<file path="config.mk">
export PLATFORM = sky130hd
export DESIGN_NAME = mshr_alloc_ctrl
export DESIGN_NICKNAME = d
export VERILOG_FILES = /design/src/rtl/mshr_alloc_ctrl.sv
export SDC_FILE = /design/constraint.sdc
export NUM_CORES = 1
export LEC_CHECK = 0
export ABC_AREA = 1
export CORE_MARGIN = 1.5
export CORE_UTILIZATION = 25
export CTS_CLUSTER_DIAMETER = 100
export CTS_CLUSTER_SIZE = 30
export DETAILED_ROUTE_END_ITERATION = 8
export DONT_BUFFER_PORTS = 1
export PLACE_DENSITY_LB_ADDON = 0.25
export SYNTH_ARGS = -nofsm -noshare
export SYNTH_HDL_FRONTEND = slang
export SYNTH_SLANG_ARGS = --single-unit
</file>
<file path="constraint.sdc">
create_clock -name clk -period 4.56 [get_ports clk]
set_clock_uncertainty 0.05 [all_clocks]
set_input_delay 0.228 -clock clk [delete_from_list [all_inputs] [get_ports clk]]
set_output_delay 0.228 -clock clk [all_outputs]
set_load 0.005 [all_outputs]
</file>
<file path="src/rtl/mshr_alloc_ctrl.sv">
// rtl/mshr_alloc_ctrl.sv - MSHR entry allocator offering two free entries per cycle
//
// Purpose: tracks which MSHR entries are busy, offers the two lowest-numbered
// free entries to the request arbiter, and accepts up to two releases per cycle.
//
// Ports:
//   clk               single clock, rising edge
//   rst_n             synchronous reset, active-high (1 = reset)
//   mshr_alloc_vld    two free entries are on offer (free_cnt >= 2)
//   mshr_alloc_idx_1  lowest-numbered free entry (0 when not valid)
//   mshr_alloc_idx_2  second-lowest-numbered free entry (0 when not valid)
//   mshr_alloc_rdy    arbiter takes the offer
//   mshr_alloc_use_2  arbiter also takes idx_2 on this handshake
//   rel_vld_1/2       release strobes
//   rel_idx_1/2       entries being released
//   free_cnt          number of free entries
//   mshr_full         no free entries
//   rel_err           sticky flag for illegal releases

module mshr_alloc_ctrl #(
    parameter int ENTRY_NUM       = 16,
    parameter int ENTRY_IDX_WIDTH = 4
) (
    input  logic                               clk,
    input  logic                               rst_n,
    output logic                               mshr_alloc_vld,
    output logic [ENTRY_IDX_WIDTH-1:0]         mshr_alloc_idx_1,
    output logic [ENTRY_IDX_WIDTH-1:0]         mshr_alloc_idx_2,
    input  logic                               mshr_alloc_rdy,
    input  logic                               mshr_alloc_use_2,
    input  logic                               rel_vld_1,
    input  logic                               rel_vld_2,
    input  logic [ENTRY_IDX_WIDTH-1:0]         rel_idx_1,
    input  logic [ENTRY_IDX_WIDTH-1:0]         rel_idx_2,
    output logic [$clog2(ENTRY_NUM+1)-1:0]     free_cnt,
    output logic                               mshr_full,
    output logic                               rel_err
);

    localparam int CNT_W = $clog2(ENTRY_NUM + 1);

    logic [ENTRY_NUM-1:0]       busy;
    logic [ENTRY_NUM-1:0]       busy_nxt;
    logic [ENTRY_IDX_WIDTH-1:0] first_idx;
    logic [ENTRY_IDX_WIDTH-1:0] second_idx;
    logic                       found_1;
    logic                       found_2;
    logic                       handshake;
    logic                       hit_1;
    logic                       hit_2;
    logic                       dup_rel;
    logic                       rel_ok_1;
    logic                       rel_ok_2;
    logic                       rel_bad;
    logic [CNT_W-1:0]           n_rel;
    logic [CNT_W-1:0]           n_alloc;

    // Priority search for the first two zero bits, low index first.
    always_comb begin
        first_idx  = '0;
        second_idx = '0;
        found_1    = 1'b0;
        found_2    = 1'b0;
        for (int i = 0; i < ENTRY_NUM; i++) begin
            if (!busy[i]) begin
                if (!found_1) begin
                    first_idx = ENTRY_IDX_WIDTH'(i);
                    found_1   = 1'b1;
                end else if (!found_2) begin
                    second_idx = ENTRY_IDX_WIDTH'(i);
                    found_2    = 1'b1;
                end
            end
        end
    end

    assign mshr_alloc_vld   = (free_cnt >= CNT_W'(2));
    assign mshr_alloc_idx_1 = mshr_alloc_vld ? first_idx  : '0;
    assign mshr_alloc_idx_2 = mshr_alloc_vld ? second_idx : '0;
    assign mshr_full        = (free_cnt == '0);
    assign handshake        = mshr_alloc_vld && mshr_alloc_rdy;

    // A release only counts if it names an in-range entry that is currently busy.
    // When both ports name the same entry, port 1 frees it and port 2 is the error.
    assign hit_1    = (int'(rel_idx_1) < ENTRY_NUM) && busy[rel_idx_1];
    assign hit_2    = (int'(rel_idx_2) < ENTRY_NUM) && busy[rel_idx_2];
    assign dup_rel  = rel_vld_1 && rel_vld_2 && (rel_idx_1 == rel_idx_2);
    assign rel_ok_1 = rel_vld_1 && hit_1;
    assign rel_ok_2 = rel_vld_2 && hit_2 && !dup_rel;
    assign rel_bad  = (rel_vld_1 && !hit_1) || (rel_vld_2 && (!hit_2 || dup_rel));

    // Releases only touch busy bits and allocations only touch free bits, so the
    // two update sets never overlap and their order here does not matter.
    always_comb begin
        busy_nxt = busy;
        n_rel    = '0;
        n_alloc  = '0;
        if (rel_ok_1) begin
            busy_nxt[rel_idx_1] = 1'b0;
            n_rel               = n_rel + CNT_W'(1);
        end
        if (rel_ok_2) begin
            busy_nxt[rel_idx_2] = 1'b0;
            n_rel               = n_rel + CNT_W'(1);
        end
        if (handshake) begin
            busy_nxt[first_idx] = 1'b1;
            n_alloc             = CNT_W'(1);
            if (mshr_alloc_use_2) begin
                busy_nxt[second_idx] = 1'b1;
                n_alloc              = CNT_W'(2);
            end
        end
    end

    always_ff @(posedge clk) begin
        if (rst_n) begin
            busy     <= '0;
            free_cnt <= CNT_W'(ENTRY_NUM);
            rel_err  <= 1'b0;
        end else begin
            busy     <= busy_nxt;
            free_cnt <= free_cnt + n_rel - n_alloc;
            if (rel_bad) begin
                rel_err <= 1'b1;
            end
        end
    end

endmodule

</file>
======== After elaboration in Yosys (flattened, before gate mapping) ========
Cells that the tools add are included.
Widths: inputs -> output; s select.
word-level totals
  register bits after elaboration ......... 22
  input port bits ......................... 14
  output and inout port bits .............. 16
  word-level logic and storage cells ...... 178
cells by class
  $add $sub $neg .......................... 3
  $lt $le $gt $ge ......................... 9
  equality and inequality tests ........... 1
  mux-type cells .......................... 138
  bitwise operators ....................... 6
  reductions and logical operators ........ 18
operators by type and width
  kind                 number
  $mux 4               72
  $mux 16              4
  $mux 1               53
  $and 16x16->16       2
  $not 16->16          2
  $or 16x16->16        2
  $lt 4x5->1 const B   4
  $demux 1 s4          4
  $ge 4x1->1 const B   4
  $logic_and 1x1->1    12
  $bmux 1 s4           2
  $add 5x1->5 const B  1
  $add 5x5->5          1
  $ge 5x2->1 const B   1
  $logic_not 5->1      1
  $mux 5               1
  $sub 5x5->5          1
  $eq 4x4->1           1
  $mux 2               2
  $logic_not 1->1      3
  $logic_or 1x1->1     2

======== Longest topological paths before layout ========
Gate-level depths: netlist (run 1).
  depth after elaboration ................. 51
  mapped depth ............................ 27
  gate-level depth less buffers ........... 27

======== Least setup slack after synthesis (run 1) ========
No wires, ideal clock.
  path type ............................... register to register
  from .................................... register busy[8]
  to ...................................... register free_cnt[4]
  library setup time ...................... 0.123 ns
  data arrival time ....................... 3.286 ns
  slack ................................... 1.101 ns
  stages on the path, launching flop included .. 17
  path through ............................ dfxtp_1 > clkbuf_1 > inv_1 > o22ai_1 > o21ai_0 > nand4_1 > nand2_1 > nor2_1 > clkbuf_1 > ha_1 > inv_1 > fa_1 > fa_1 > o21ai_0 > a21oi_1 > xor2_1 > or2_2
on the way
  cells in the longest elaborated chain, start to end .. 8
  elaborated cells between the ends (all ways) .. 12
  classes of those cells .................. 3 x add/sub; 6 x mux; 3 x reduce/logical
RTL lines
  item                          RTL line  source
  start, declared               42        logic [ENTRY_NUM-1:0] busy;
  start signal, assigned        122       busy <= busy_nxt;
  $bmux 1 s4                    85        assign hit_1 = (int'(rel_idx_1) < ENTRY_NUM) && busy[rel_idx_1];
  $mux 1 (implied by the code)  85
  $logic_and 1x1->1             88        assign rel_ok_1 = rel_vld_1 && hit_1;
  $mux 1                        98        if (rel_ok_1) begin
  $add 5x1->5                   104       n_rel = n_rel + CNT_W'(1);
  $mux 5 (*)                    102       if (rel_ok_2) begin
  $add 5x5->5 (*)               123       free_cnt <= free_cnt + n_rel - n_alloc;
  $sub 5x5->5 (*)               123
  end signal, assigned          119       free_cnt <= CNT_W'(ENTRY_NUM);
  end signal, assigned          123
  end, declared                 35        output logic [$clog2(ENTRY_NUM+1)-1:0] free_cnt,
Every way passes the cells marked *; elsewhere a longest branch is shown, timed or not. The select of a mux whose other input is x is not followed.
A chain may end at the register's enable or synchronous reset.

======== Final worst setup path (run 1) ========
  from .................................... register busy[12]
  to ...................................... register free_cnt[4]
Same word-level chain as after synthesis.

==> metrics, run 1 <==
r2r worst-path depth=17; RSZ-0062 raised after global routing=false; Root Driver=clkbuf_16; share of cells above drive strength 1=11.20%; dpl hpwl=8291 um; Startpoint Class=flop; syn nets=between 500 and 600; WHS Endpoint=free_cnt[4]; Final ANT Viol Nets=0; Post-Route WL=9959 um; Synth Flop Type=dfxtp_1; Setup WS pre-CTS=846.8 ps; status=finished, final reports clean; post-placement cell area=0.003099 sq mm; Die Height=around 110 um; clk slew on worst S/H paths=60 ps; CTS H-tree lvls=1; Yosys Warn Count=0; Syn Area/Cell=5.871 sq um; Remaining Overflow, GRT=0; leakage power=0.001390 uW; latest clock arrival within the worst-skew pair=approximately 270 ps; Clock Path Buffers=2; # fillers=1271; TritonRoute pass-1 iters=5; setup ws final=881.0 ps; crit share post-route=80.68%; Initial Util=25.65%; Yosys cell types=46; overall die width=approximately 110 um; Final Critical Period=3679 ps; Final Util=between 20 and 30%; Port Buffers=0; EDFF count, synth=0; Fin Setup TNS=0 ps; final net count=roughly 530; vias per std cell=5.081; final setup vio count=0; Critical Path Fanout Max=7; Max Cap Viol=0; Worst IR Drop VDD=~0.18 mV; Seq cells post-synth=22; Slew Viols, Final=0; Clock Sinks=22; full die area=0.01243 sq mm; number of global-route vias before repair=between 3000 and 4000; post-CTS sizing=0; CP Data Required Time=about 4700 ps; floorplan core area=0.01147 sq mm; initial antenna violation count=0; min-delay worst type=in -> reg; Fin Hold WS=between 10 and 15 ps; hold path cells=1; reg2reg start=busy[12]; largest net degree at the start of global routing=22; area delta synth->final=8.720%; Total Routing Usage GR=about 16%; antenna fix cells=0; total clock buffers created by CTS=3; asr flop ratio synth=0%; Hold Startpoint=rst_n; wire per inst=15.49 um; Reg2Reg Capture Point=free_cnt[4]; CTS tree=done; # DRC=0; RD Place Congestion=0.8343; I/O Pins=30; actual slew at the worst max-slew pin=940.7 ps; max frequency=around 270 MHz; crit path DAT=around 3800 ps; sequential area share after synthesis=14.97%; Max-Slew Margin vs Limit=37.08%; setup slack, reg-to-reg=880 ps; initial drt markers=197; first-pass GRT wire length=roughly 16000 um; Final Hold Viols=0; crit path kind=reg -> reg; Crit. End Element=flop; Final Cell Area=0.003198 sq mm; Mapped Cells=501; via count=3267; synthesized area=0.002942 sq mm; floorplan row count=39; P per Cell Area=~310 mW/mm^2
## layout by cell type, fill, tap and decap left out, drive strengths merged, types with 6 or more instances in the layout
cell type	count
a21oi	34
nand2	133
inv	84
ha	14
nand4	10
nand3	59
dfxtp	22
nor3	6
o22ai	11
nor2	54
o21ai	41
## report_power, final
group	internal, uW	leakage, uW	switching (uW)
logic	180	0.00117	339
registers	218	0.000179	31.1
clock network	134	0.0000442	80.3
total	533	0.00139	450
## flip-flops by register name, summed over array words and instances, names as in the netlist
signal / flops
busy: 16
free_cnt: 5
rel_err: 1
## through the flow
step / power [uW] / instances
after floorplan: 651.6 / 501
after global placement: 768.7 / 638
after detailed placement: 768.2 / 638
after CTS: 986.5 / 643
after global routing: 1067 / 643
final: 983.2 / 643
## timing repair
| item | in CTS | in global routing |
|---|---|---|
| endpoints found under the hold margin | 21 | 0 |
| hold buffers | 1 | 0 |
| buffers inserted | 0 | 0 |
## metal layers
metal,vias up,global-route usage (%),part of all wire [%]
li1,1652,-,-
met3,9,1.089,4.5
met5,-,0,0
met2,109,25.64,44
met4,0,3.460,1.2
met1,1497,23.91,51
## worst max-delay path, stage by stage, from the launching register on
cell     delay [ps]
dfxtp_1         400
inv_1           270
o22ai_1         150
o21ai_0         170
nand4_1         160
nand2_1         230
inv_1           180
ha_1            310
inv_1            40
ha_1            260
inv_1            50
ha_1            160
inv_1            60
fa_1            390
o21ai_0         190
a21oi_1         100
xor2_1          140
or2_2           260
## cell families (layout without fill, tap and decap cells)
group	after synthesis	after routing	share of synthesized area (%)
AOI/OAI and AO/OA	100	100	21.40
xor gates and xnor gates	2	2	0.5956
adders and majority gates	16	16	7.316
buffers and inverters	93	92	12.21
DFF	22	22	14.97
and+or+nand+nor	268	268	43.51
## synth_stat cells (2+ instances only)
master    instances  share of area, %
nand2_1         125                16
inv_1            75               9.6
nand3_1          55               9.4
nor2_1           45               5.7
o21ai_0          25               4.3
a21oi_1          24               4.1
dfxtp_1          22                15
ha_1             14               6.0
o21ai_1          11               1.9
nand4_1          10               2.1
o22ai_1          10               2.1
a21oi_2           8               2.4
inv_2             8               1.0
nand2_4           7               2.7
nor2_4            5               1.9
nor3_1            5              0.85
o21ai_2           5               1.5
a31oi_1           4              0.85
clkbuf_1          4              0.51
nand3_2           3               1.0
nor2_2            3              0.64
a21oi_4           2               1.1
a221oi_1          2              0.60
and3_1            2              0.43
buf_2             2              0.34
fa_1              2               1.4
o311ai_0          2              0.60
o31ai_1           2              0.51
xor2_1            2              0.60
## how the worst max path moves through the flow
stage / startpoint / endpoint / slack [ps] / cells after the start
6_report: busy[12] / free_cnt[4] / 880 / 17
4_1_cts: busy[4] / free_cnt[4] / 890 / 17
5_1_grt: busy[8] / free_cnt[4] / 610 / 17
2_1_floorplan: busy[8] / free_cnt[4] / 1100 / 16
3_3_place_gp: rel_idx_1[1] / free_cnt[4] / 770 / 19
3_5_place_dp: rel_idx_1[1] / free_cnt[4] / 850 / 19
## layout make-up
| class | instances | area [sq um] | share of cell area (%) |
|---|---|---|---|
| clock buffer | 4 | 88.84 | 2.778 |
| timing repair buffer | 3 | 25.02 | 0.7825 |
| tap | 143 | 178.9 | 5.595 |
| inverter | 85 | 322.8 | 10.09 |
| sequential | 22 | 440.4 | 13.77 |
| multi-input combinational | 386 | 2142 | 66.98 |
No activity file was read; power rests on OpenSTA's default activity.
==> inputs of run 2 (changes only) <==
--- a/config.mk
+++ b/config.mk
@@ -5,7 +5,7 @@
 export SDC_FILE = /design/constraint.sdc
 export NUM_CORES = 1
 export LEC_CHECK = 0
-export ABC_AREA = 1
+export ABC_AREA = 0
 export CORE_MARGIN = 1.5
 export CORE_UTILIZATION = 25
 export CTS_CLUSTER_DIAMETER = 100
==> constraint.sdc (replaced) <==
create_clock -name clk -period 3.2 [get_ports clk]
set_clock_uncertainty 0.05 [all_clocks]
set_input_delay 0.16 -clock clk [delete_from_list [all_inputs] [get_ports clk]]
set_output_delay 0.16 -clock clk [all_outputs]
set_load 0.005 [all_outputs]
==> run 2 against run 1 <==
Against the previous run: core utilization up 4.7 points; non-clock buffer count is 52 higher; first-iteration DRC count up 130%; register-to-register slack worse by 940 ps; via count is 8.3% higher; the run now ends with setup timing left; wire length increased by 13%; final area increased by 23%.
==> metrics, run 2 <==
Final Hold Viols=0; Max Cap Viol=0; RSZ-0062 raised after global routing=true; full die area=0.01319 sq mm; crit path DAT=3100 ps; wire per inst=17.64 um; Total Routing Usage GR=between 10% and 20%; multiplexer share of the synthesized area=around 7.6%; TritonRoute pass-1 iters=5; Synth Flop Type=dfxtp_1; Slew Viols, Final=0; CP Data Required Time=2990 ps; Final Util=32.54%; crit path kind=reg -> out; Final Critical Period=3308 ps; multi-input logic area=0.002633 sq mm; antenna fix cells=0; Remaining Overflow, GRT=0; area delta synth->final=26.00%; setup slack, reg-to-reg=-60 ps; most frequent cells in the layout=50 x buf_4, 39 x nand2_1, 37 x nor2_1; dpl cells=627; xor-xnor portion of the synthesized cell area=under 10%; Port Buffers=0; max reg flops=16; Final ANT Viol Nets=0; leakage power=0.001373 uW; Crit. End Element=output port; dpl hpwl=8664 um; status=finished, violations left; clk slew on worst S/H paths=roughly 60 ps; adder-cell share of the synthesized area=7.880%; P per Cell Area=roughly 470 mW/mm^2; actual slew at the worst max-slew pin=about 860 ps; sequential area share after synthesis=14.08%; asr flop ratio synth=0%; Yosys Warn Count=0; synthesized area=around 0.0031 sq mm; syn nets=472; Startpoint Class=flop; I/O Pins=30; RD Place Congestion=0.9008; Max-Slew Margin vs Limit=41.83%; Final Cell Area=~0.0039 sq mm; largest family of logic cells by synthesized area=simple AND/OR/NAND/NOR gates; # fillers=1333; post-synthesis compound-gate area fraction=28.80%; failing checks=setup timing; min-delay worst type=in -> reg; commonest non-fill, non-tap cell in the layout=buf_4; Yosys top cell area share=14.08%; max frequency=302.3 MHz; CTS H-tree lvls=1; Finished Layout Cells=roughly 640; Critical Path Fanout Max=10; Synth Area in Simple Gates=around a third; number of global-route vias before repair=3318; Clock Path Buffers=2; latest clock arrival within the worst-skew pair=260 ps; slowest CP cell=a311oi_2; Mapped Cells=442; top cell type by total area after synthesis=dfxtp_1; setup ws final=-108.2 ps; EDFF count, synth=0; delay-heaviest family, CP=compound AO/OA/AOI/OAI gates; Post-Route WL=11240 um; overall die width=114.9 um; floorplan core area=0.01211 sq mm; CP bufs+invs=3; Seq cells post-synth=22; Fin Hold WS=10.11 ps; top flop regs=busy: 16 flops, free_cnt: 5 flops, rel_err: 1 flops; vias per std cell=5.553; first-pass GRT wire length=18020 um; Yosys cell types=63; initial antenna violation count=0; initial drt markers=448; CP peak stage delay=430 ps; CTS tree=done; Syn Area/Cell=7.077 sq um; synth top area cells=dfxtp_1 14%, mux4_2 7.2%, ha_1 5.6%, a21oi_1 5.1%, nand2_1 4.8%; crit share post-route=103.4%; Root Driver=clkbuf_16; Die Height=114.9 um; share of cells above drive strength 1=between 20% and 30%; Initial Util=25.83%; final net count=500; # DRC=0; FF+latch area=449.2 sq um; via count=3537; register bank with the most flops=busy; floorplan row count=40; Worst IR Drop VDD=0.5173 mV; top cells by count, synth=40 x nand2_1, 40 x nor2_1, 32 x a21oi_1; post-placement cell area=0.003595 sq mm; total clock buffers created by CTS=3; worst path cell trace=buf_4 > ha_4 > buf_6 > and3b_1 > a311oi_2 > o31ai_2 > a41oi_2 > nor3_1 > o211ai_1 > a41oi_2 > a311oi_2 > buf_12 > and2_1; Setup WS pre-CTS=-126.7 ps; Clock Sinks=22; largest net degree at the start of global routing=21; final setup vio count=3
-- run 2: final cells by class --
cell class | count | share of cell area, %
multi-input combinational | 360 | 66.79
sequential | 22 | 11.40
timing repair buffer | 55 | 11.14
tap | 168 | 5.333
inverter | 28 | 2.667
clock buffer | 3 | 1.905
clock inverter | 1 | 0.7619
-- run 2: worst paths after layout --
kind,from,endpoint,cells after the start
worst max-delay path,busy[1],mshr_alloc_idx_1[0],13
worst min register to register,rel_err,rel_err,2
worst min-delay path,rel_vld_2,rel_err,2
worst max register to register,busy[3],free_cnt[4],16
-- run 2: kinds of logic after synthesis --
| group | count (synthesis) |
|---|---|
| compound gates | 131 |
| xor+xnor | 8 |
| fa+ha+maj | 19 |
| buf+inv | 60 |
| flops | 22 |
| mux | 11 |
| simple gates | 191 |
-- run 2: what timing repair did --
action | 4_1_cts | 5_1_grt
gates cloned | 0 | 1
hold buffers | 1 | 0
gates resized for setup | 26 | 23
pin swaps | 15 | 10
endpoints found under the setup margin | 7 | 20
endpoints found under the hold margin | 10 | 0
setup buffers | 2 | 2
-- run 2: power breakdown --
part | switching, uW | total (uW) | internal, uW
Combinational | 609 | 1120 | 516
Clock | 106 | 355 | 249
Sequential | 37.1 | 356 | 319
-- run 2: metal layers --
layer  track usage [%]  part of all wire, %  vias up
met5                 0                    0        -
met4             2.387                 0.63        0
met3             2.530                  6.5        7
met2             27.50                   46      133
met1             24.79                   46     1694
li1                  -                    -     1703
-- run 2: per-stage QoR --
| stage | setup TNS, ps | power [uW] |
|---|---|---|
| 6_report | -175.9 | 1835 |
| 3_3_place_gp | -64.47 | 1309 |
| 3_5_place_dp | -149.3 | 1322 |
| 4_1_cts | -188.8 | 1745 |
| 5_1_grt | -1595 | 1972 |
| 2_1_floorplan | -149.8 | 1024 |
